==> config.mk <==
export PLATFORM = sky130hd
export DESIGN_NAME = eq_gain_ctrl
export DESIGN_NICKNAME = d
export VERILOG_FILES = /design/src/rtl/eq_gain_ctrl_pkg.sv /design/src/rtl/eq_gain_ctrl_key_repeat.sv /design/src/rtl/eq_gain_ctrl.sv
export SDC_FILE = /design/constraint.sdc
export NUM_CORES = 1
export LEC_CHECK = 0
export CAP_MARGIN = 20
export CORE_MARGIN = 1
export CORE_UTILIZATION = 25
export DETAILED_ROUTE_END_ITERATION = 8
export MAX_ROUTING_LAYER = met4
export PLACE_DENSITY = 0.39
export SLEW_MARGIN = 25
export SYNTH_ARGS = -nofsm -noshare
export SYNTH_HDL_FRONTEND = slang
export SYNTH_SLANG_ARGS = --single-unit
export TNS_END_PERCENT = 10
==> constraint.sdc <==
create_clock -name clk -period 4.4 [get_ports clk]
set_input_delay 0.88 -clock clk [delete_from_list [all_inputs] [get_ports clk]]
set_output_delay 0.88 -clock clk [all_outputs]
set_load 0.05 [all_outputs]
==> src/rtl/eq_gain_ctrl_pkg.sv <==
// Shared types and constants for the 3-band equalizer gain controller.
package eq_ctrl_pkg;

  localparam int GAIN_W    = 3;
  localparam int NUM_BANDS = 3;
  localparam int RPT_CNT_W = 24;

  typedef logic [GAIN_W-1:0] gain_t;
  typedef logic [1:0]        band_t;

  typedef enum logic [1:0] {
    RPT_IDLE,
    RPT_DELAY,
    RPT_REPEAT
  } rpt_state_t;

  localparam gain_t GAIN_MAX = gain_t'((1 << GAIN_W) - 1);

endpackage

==> src/rtl/eq_gain_ctrl_key_repeat.sv <==
// Edge detect plus auto-repeat for one held key; emits a 1-cycle step pulse
// on the press edge, after REPEAT_DELAY cycles of holding, then every REPEAT_RATE cycles.
module key_repeat
  import eq_ctrl_pkg::*;
#(
  parameter int unsigned REPEAT_DELAY = 5_000_000,
  parameter int unsigned REPEAT_RATE  = 1_000_000
) (
  input  logic clk,
  input  logic rst,
  input  logic key,
  output logic step
);

  localparam logic [RPT_CNT_W-1:0] DELAY_LAST = RPT_CNT_W'(REPEAT_DELAY - 1);
  localparam logic [RPT_CNT_W-1:0] RATE_LAST  = RPT_CNT_W'(REPEAT_RATE - 1);

  rpt_state_t             state, state_next;
  logic [RPT_CNT_W-1:0]   cnt, cnt_next;
  logic                   key_prev;
  logic                   key_edge;

  // History resets high so a key held through reset gives no edge until re-pressed.
  assign key_edge = key & ~key_prev;

  // State, counter and key history registers.
  always_ff @(posedge clk) begin
    if (rst) begin
      state    <= RPT_IDLE;
      cnt      <= '0;
      key_prev <= 1'b1;
    end else begin
      state    <= state_next;
      cnt      <= cnt_next;
      key_prev <= key;
    end
  end

  // Next-state, counter and step pulse; releasing the key always returns to idle.
  always_comb begin
    state_next = state;
    cnt_next   = cnt;
    step       = 1'b0;
    case (state)
      RPT_IDLE: begin
        if (key_edge) begin
          state_next = RPT_DELAY;
          cnt_next   = '0;
          step       = 1'b1;
        end
      end
      RPT_DELAY: begin
        if (!key) begin
          state_next = RPT_IDLE;
          cnt_next   = '0;
        end else if (cnt == DELAY_LAST) begin
          state_next = RPT_REPEAT;
          cnt_next   = '0;
          step       = 1'b1;
        end else begin
          cnt_next = cnt + 1'b1;
        end
      end
      RPT_REPEAT: begin
        if (!key) begin
          state_next = RPT_IDLE;
          cnt_next   = '0;
        end else if (cnt == RATE_LAST) begin
          cnt_next = '0;
          step     = 1'b1;
        end else begin
          cnt_next = cnt + 1'b1;
        end
      end
      default: begin
        state_next = RPT_IDLE;
        cnt_next   = '0;
      end
    endcase
  end

endmodule

==> src/rtl/eq_gain_ctrl.sv <==
// Gain controller for the 3-band equalizer: key edits land in shadow gains and
// are copied to the choose bus only on a sample strobe, so a gain never changes mid-sample.
module eq_gain_ctrl
  import eq_ctrl_pkg::*;
#(
  parameter gain_t       DEFAULT_GAIN = gain_t'(4),
  parameter int unsigned REPEAT_DELAY = 5_000_000,
  parameter int unsigned REPEAT_RATE  = 1_000_000
) (
  input  logic  clk,
  input  logic  rst,
  input  logic  btn_band,
  input  logic  btn_up,
  input  logic  btn_down,
  input  logic  btn_flat,
  input  logic  sam_strobe,
  output gain_t choose [NUM_BANDS-1:0],
  output band_t band_sel,
  output logic  update_pend
);

  gain_t shadow      [NUM_BANDS-1:0];
  gain_t shadow_next [NUM_BANDS-1:0];
  band_t band_next;
  logic  edit_changed;
  logic  band_prev, flat_prev;
  logic  band_ev, flat_ev;
  logic  up_step, down_step;

  assign band_ev = btn_band & ~band_prev;
  assign flat_ev = btn_flat & ~flat_prev;

  key_repeat #(
    .REPEAT_DELAY (REPEAT_DELAY),
    .REPEAT_RATE  (REPEAT_RATE)
  ) u_up_repeat (
    .clk  (clk),
    .rst  (rst),
    .key  (btn_up),
    .step (up_step)
  );

  key_repeat #(
    .REPEAT_DELAY (REPEAT_DELAY),
    .REPEAT_RATE  (REPEAT_RATE)
  ) u_down_repeat (
    .clk  (clk),
    .rst  (rst),
    .key  (btn_down),
    .step (down_step)
  );

  // One action per cycle, flat over band over up/down; up and down together cancel out.
  always_comb begin
    shadow_next  = shadow;
    band_next    = band_sel;
    edit_changed = 1'b0;
    if (flat_ev) begin
      for (int i = 0; i < NUM_BANDS; i++) begin
        if (shadow[i] != DEFAULT_GAIN) edit_changed = 1'b1;
        shadow_next[i] = DEFAULT_GAIN;
      end
    end else if (band_ev) begin
      band_next = (band_sel == band_t'(NUM_BANDS - 1)) ? '0 : band_sel + band_t'(1);
    end else if (!(btn_up && btn_down)) begin
      for (int i = 0; i < NUM_BANDS; i++) begin
        if (band_sel == band_t'(i)) begin
          if (up_step && shadow[i] != GAIN_MAX) begin
            shadow_next[i] = shadow[i] + gain_t'(1);
            edit_changed   = 1'b1;
          end else if (down_step && shadow[i] != '0) begin
            shadow_next[i] = shadow[i] - gain_t'(1);
            edit_changed   = 1'b1;
          end
        end
      end
    end
  end

  // Commit copies the pre-edit shadow; an edit in the commit cycle keeps the update pending.
  always_ff @(posedge clk) begin
    if (rst) begin
      for (int i = 0; i < NUM_BANDS; i++) begin
        choose[i] <= DEFAULT_GAIN;
        shadow[i] <= DEFAULT_GAIN;
      end
      band_sel    <= '0;
      update_pend <= 1'b0;
      band_prev   <= 1'b1;
      flat_prev   <= 1'b1;
    end else begin
      band_prev <= btn_band;
      flat_prev <= btn_flat;
      band_sel  <= band_next;
      shadow    <= shadow_next;
      if (sam_strobe && update_pend) choose <= shadow;
      update_pend <= edit_changed | (update_pend & ~sam_strobe);
    end
  end

endmodule

==> impl_metrics.csv <==
group,metric,value,unit
setup_path,slowest_stage,"clkdlybuf4s50_1",
yosys,synth_nets,483,
global_routing,grt.total_usage,0.128,
setup_path,crit_type,"in2reg",
sta,max_slew_margin,0.487,
cts,htree_levels,3,
yosys,synth_top_family_by_area,"simple AND/OR/NAND/NOR gates",
cts,cts_tree,"done",
status,status,"finished, final reports clean",
yosys,synth_compound_area_frac,0.121,
setup_path,crit_start,"btn_up",
job,cap_violations,0,
power,p_clk_frac,0.415,
sta,final_hold_viol_count,0,
power,internal_power,0.00120,W
cts,ctsResizeCount,0,
setup_path,reg2regPathDepth,9,
floorplan,io_pins,19,
worst_hold_path,min_path_type,"reg2reg",
worst_hold_path,hold_depth,2,
final_layout,multi_input_area,0.00230,mm²
global_routing,overflow,0,
yosys,synth_edf_count,0,
global_routing,grt_pass1_vias,3056,
floorplan,die_h,127,µm
yosys,yosysSeqAreaShare,0.393,
yosys,avgSynthCellArea,8.46,µm²
sta,grt_setup_unrepaired,"false",
yosys,synth_most_common_cell,"dfxtp_1",
yosys,ys.warnings.count,0,
final_layout,nFillCells,1647,
setup_path,startpoint_type,"input port",
routing,detail_route.wl_per_cell,13.1,µm
yosys,synth_top_area_frac,0.393,
sta,fin_crit_sh,0.736,
setup_path,critPathCapture,"shadow[2]$_SDFFE_PP1P_",
worst_hold_path,worstHoldStart,"choose[4]$_SDFFE_PP0P_",
sta,finalClockSkew,0.0103,ns
yosys,synthCells,463,
yosys,synth_common_cells,"dfxtp_1, nor2_1, nand2_1",
cts,cts-root-buf,"clkbuf_16",
floorplan,start_util,0.257,
routing,drt-total-wl,9160,µm
power,vdd_drop_max,187,µV
final_layout,syn2layout_area_growth,17.5,%
power,powerDensity,359,mW/mm²
placement,gp_routability_congestion,0.758,
cts,clockBufferDepth,2,
yosys,synth_mux_area_frac,0.0182,
routing,num_vias,3167,
floorplan,rows,45,
power,p_sw,0.000457,W
sta,setup-tns-final,0,ns
routing,drt-pass1-iter-count,4,
final_layout,nets,503,
floorplan,die_x,127,µm
global_routing,grt_max_degree,25,
placement,place_hpwl,6710,µm
yosys,synth-xor-area-share,0.0961,
yosys,ys_top_cells_by_area,"dfxtp_1, nor2_1, xor2_1, nand2_1, xnor2_1",
setup_path,crit_chain,"clkdlybuf4s50_1 -> nand2_1 -> or2_2 -> a2111oi_4 -> o21ai_0 -> fa_1 -> xnor2_1 -> or3_1 -> nand3_1",
setup_path,end_kind,"flip-flop",
final_layout,final_layout_size_suffix_gt1_frac,0.0799,
yosys,synth_area,0.00392,mm²
yosys,yosys.area.top_type,"dfxtp_1",
cts,cts-buffers-inserted,9,
setup_path,required,4.68,ns
sta,clock.fmax,309,MHz
setup_path,crit_arrival,3.52,ns
yosys,yosys.area_share.simple,0.303,
setup_path,r2r_setup_slack,1.51,ns
power,sw_frac_of_total,0.277,
cts,hold_buffers,0,
cts,clk_pin_slew,0.06,ns
setup_path,cpPeakStageDelay,0.58,ns
power,power_leakage,1.53,nW
power,p_seq_frac,0.448,
yosys,synth-seq-cells,77,
routing,drcViolationCount,0,
setup_path,rr_startpoint,"u_up_repeat.state[0]$_SDFFE_PP0P_",
setup_path,regToRegEndpoint,"shadow[2]$_SDFFE_PP1P_",
global_routing,grt_pass1_wl,15600,µm
placement,port_buffers,18,
floorplan,core,0.0153,mm²
global_routing,antenna_found_initial,0,
power,p_comb_frac,0.137,
final_layout,seqCellArea,0.00154,mm²
yosys,synthArstFlopShare,0,
cts,cts.sinks,77,
sta,period_needed,3.24,ns
routing,drt_iter0_markers,123,
sta,setup_viol,0,
floorplan,dieArea,0.0162,mm²
final_layout,antennaDiodeCount,0,
yosys,ys_types,58,
final_layout,stdcell_area,0.00460,mm²
routing,ant_nets,0,
sta,slew_violations,0,
yosys,synth-main-ff-cell,"dfxtp_1",
cts,worst_skew_pair.late_latency,0.34,ns
routing,vias_per_cell,4.53,
placement,postPlaceCellArea,0.00433,mm²
sta,max_slew.worst_pin.slew,0.768,ns
yosys,synth_adder_area_share,0.0473,
setup_path,crit_path_max_fanout,6,
cts,post_cts_buffers,0,
-- state kept, by name, summed over array words and instances (netlist names) --
name and cells:
shadow 9, update_pend 1, u_down_repeat.state 2, band_prev 1
u_down_repeat.cnt 24, u_up_repeat.cnt 24, u_down_repeat.key_prev 1, band_sel 2
u_up_repeat.key_prev 1, flat_prev 1, u_up_repeat.state 2, choose 9
-- layout make-up --
type / instances / share of cell area
multi-input cells: 367 / 0.500
flip-flops and latches: 77 / 0.335
well taps: 211 / 0.0574
clock buffers: 12 / 0.0535
repair buffers: 20 / 0.0424
inverters: 8 / 0.00652
clock inverters: 4 / 0.00516
-- how the worst min path moves through the flow --
| stage | slack (ns) | end |
|---|---|---|
| 2_1_floorplan | 0.45 | u_up_repeat.cnt[1]$_SDFFE_PP0P_ |
| 3_3_place_gp | 0.45 | choose[3]$_SDFFE_PP0P_ |
| 3_5_place_dp | 0.45 | choose[3]$_SDFFE_PP0P_ |
| 4_1_cts | 0.46 | choose[3]$_SDFFE_PP0P_ |
| 5_1_grt | 0.49 | choose[5]$_SDFFE_PP1P_ |
| 6_report | 0.46 | choose[4]$_SDFFE_PP0P_ |
-- worst max-delay path: cells and delay by family --
family | cells | cell delay [ns]
and+or+nand+nor | 4 | 0.86
xor gates and xnor gates | 1 | 0.14
buffers and inverters | 1 | 0.58
AOI/OAI and AO/OA | 2 | 0.63
adders and majority gates | 1 | 0.43
-- through the flow --
step	utilization	total power (W)	instances	hold WS [ns]	worst slack, ns
2_1_floorplan	-	0.000924	463	0.449	1.64
6_report	0.302	0.00165	699	0.455	1.16
3_3_place_gp	0.283	0.000980	683	0.450	0.852
5_1_grt	0.302	0.00175	699	0.488	0.994
4_1_cts	0.301	0.00168	699	0.458	1.16
3_5_place_dp	0.283	0.000982	683	0.449	0.825
-- power groups by stage --
stage,clock network (W),logic [W],registers [W]
4_1_cts,0.000713,0.000227,0.000740
3_3_place_gp,0,0.000225,0.000755
6_report,0.000686,0.000226,0.000740
5_1_grt,0.000753,0.000254,0.000743
2_1_floorplan,0,0.000164,0.000760
3_5_place_dp,0,0.000226,0.000755
-- kinds of logic (layout without fill, tap and decap cells) --
logic type / count (synthesis) / in the layout
and+or+nand+nor: 235 / 235
DFF: 77 / 77
AOI/OAI and AO/OA: 69 / 69
xor gates and xnor gates: 43 / 43
buffers and inverters: 19 / 44
adders and majority gates: 13 / 13
muxes: 7 / 7
-- routing by layer --
layer	vias up	track usage	part of all wire
met1	1470	0.160	0.50
met3	12	0.0339	0.024
met2	26	0.196	0.46
met4	0	0.0525	0.015
li1	1659	-	-
met5	-	-	0
-- cell usage in the layout (no fill, tap or decap), drive strengths merged, types with 5 or more instances in the layout --
cell type       n
clkbuf         12
xnor2          17
nor3           15
nor2b           5
or3             5
inv             8
nand4          15
a21oi          23
nand2          54
and3            7
clkdlybuf4s50  18
mux2i           6
or2             6
o21ai          21
ha             10
nor2           69
dfxtp          77
nand3          24
nand2b          7
xor2           26
Power figures use the tool's default switching activity.
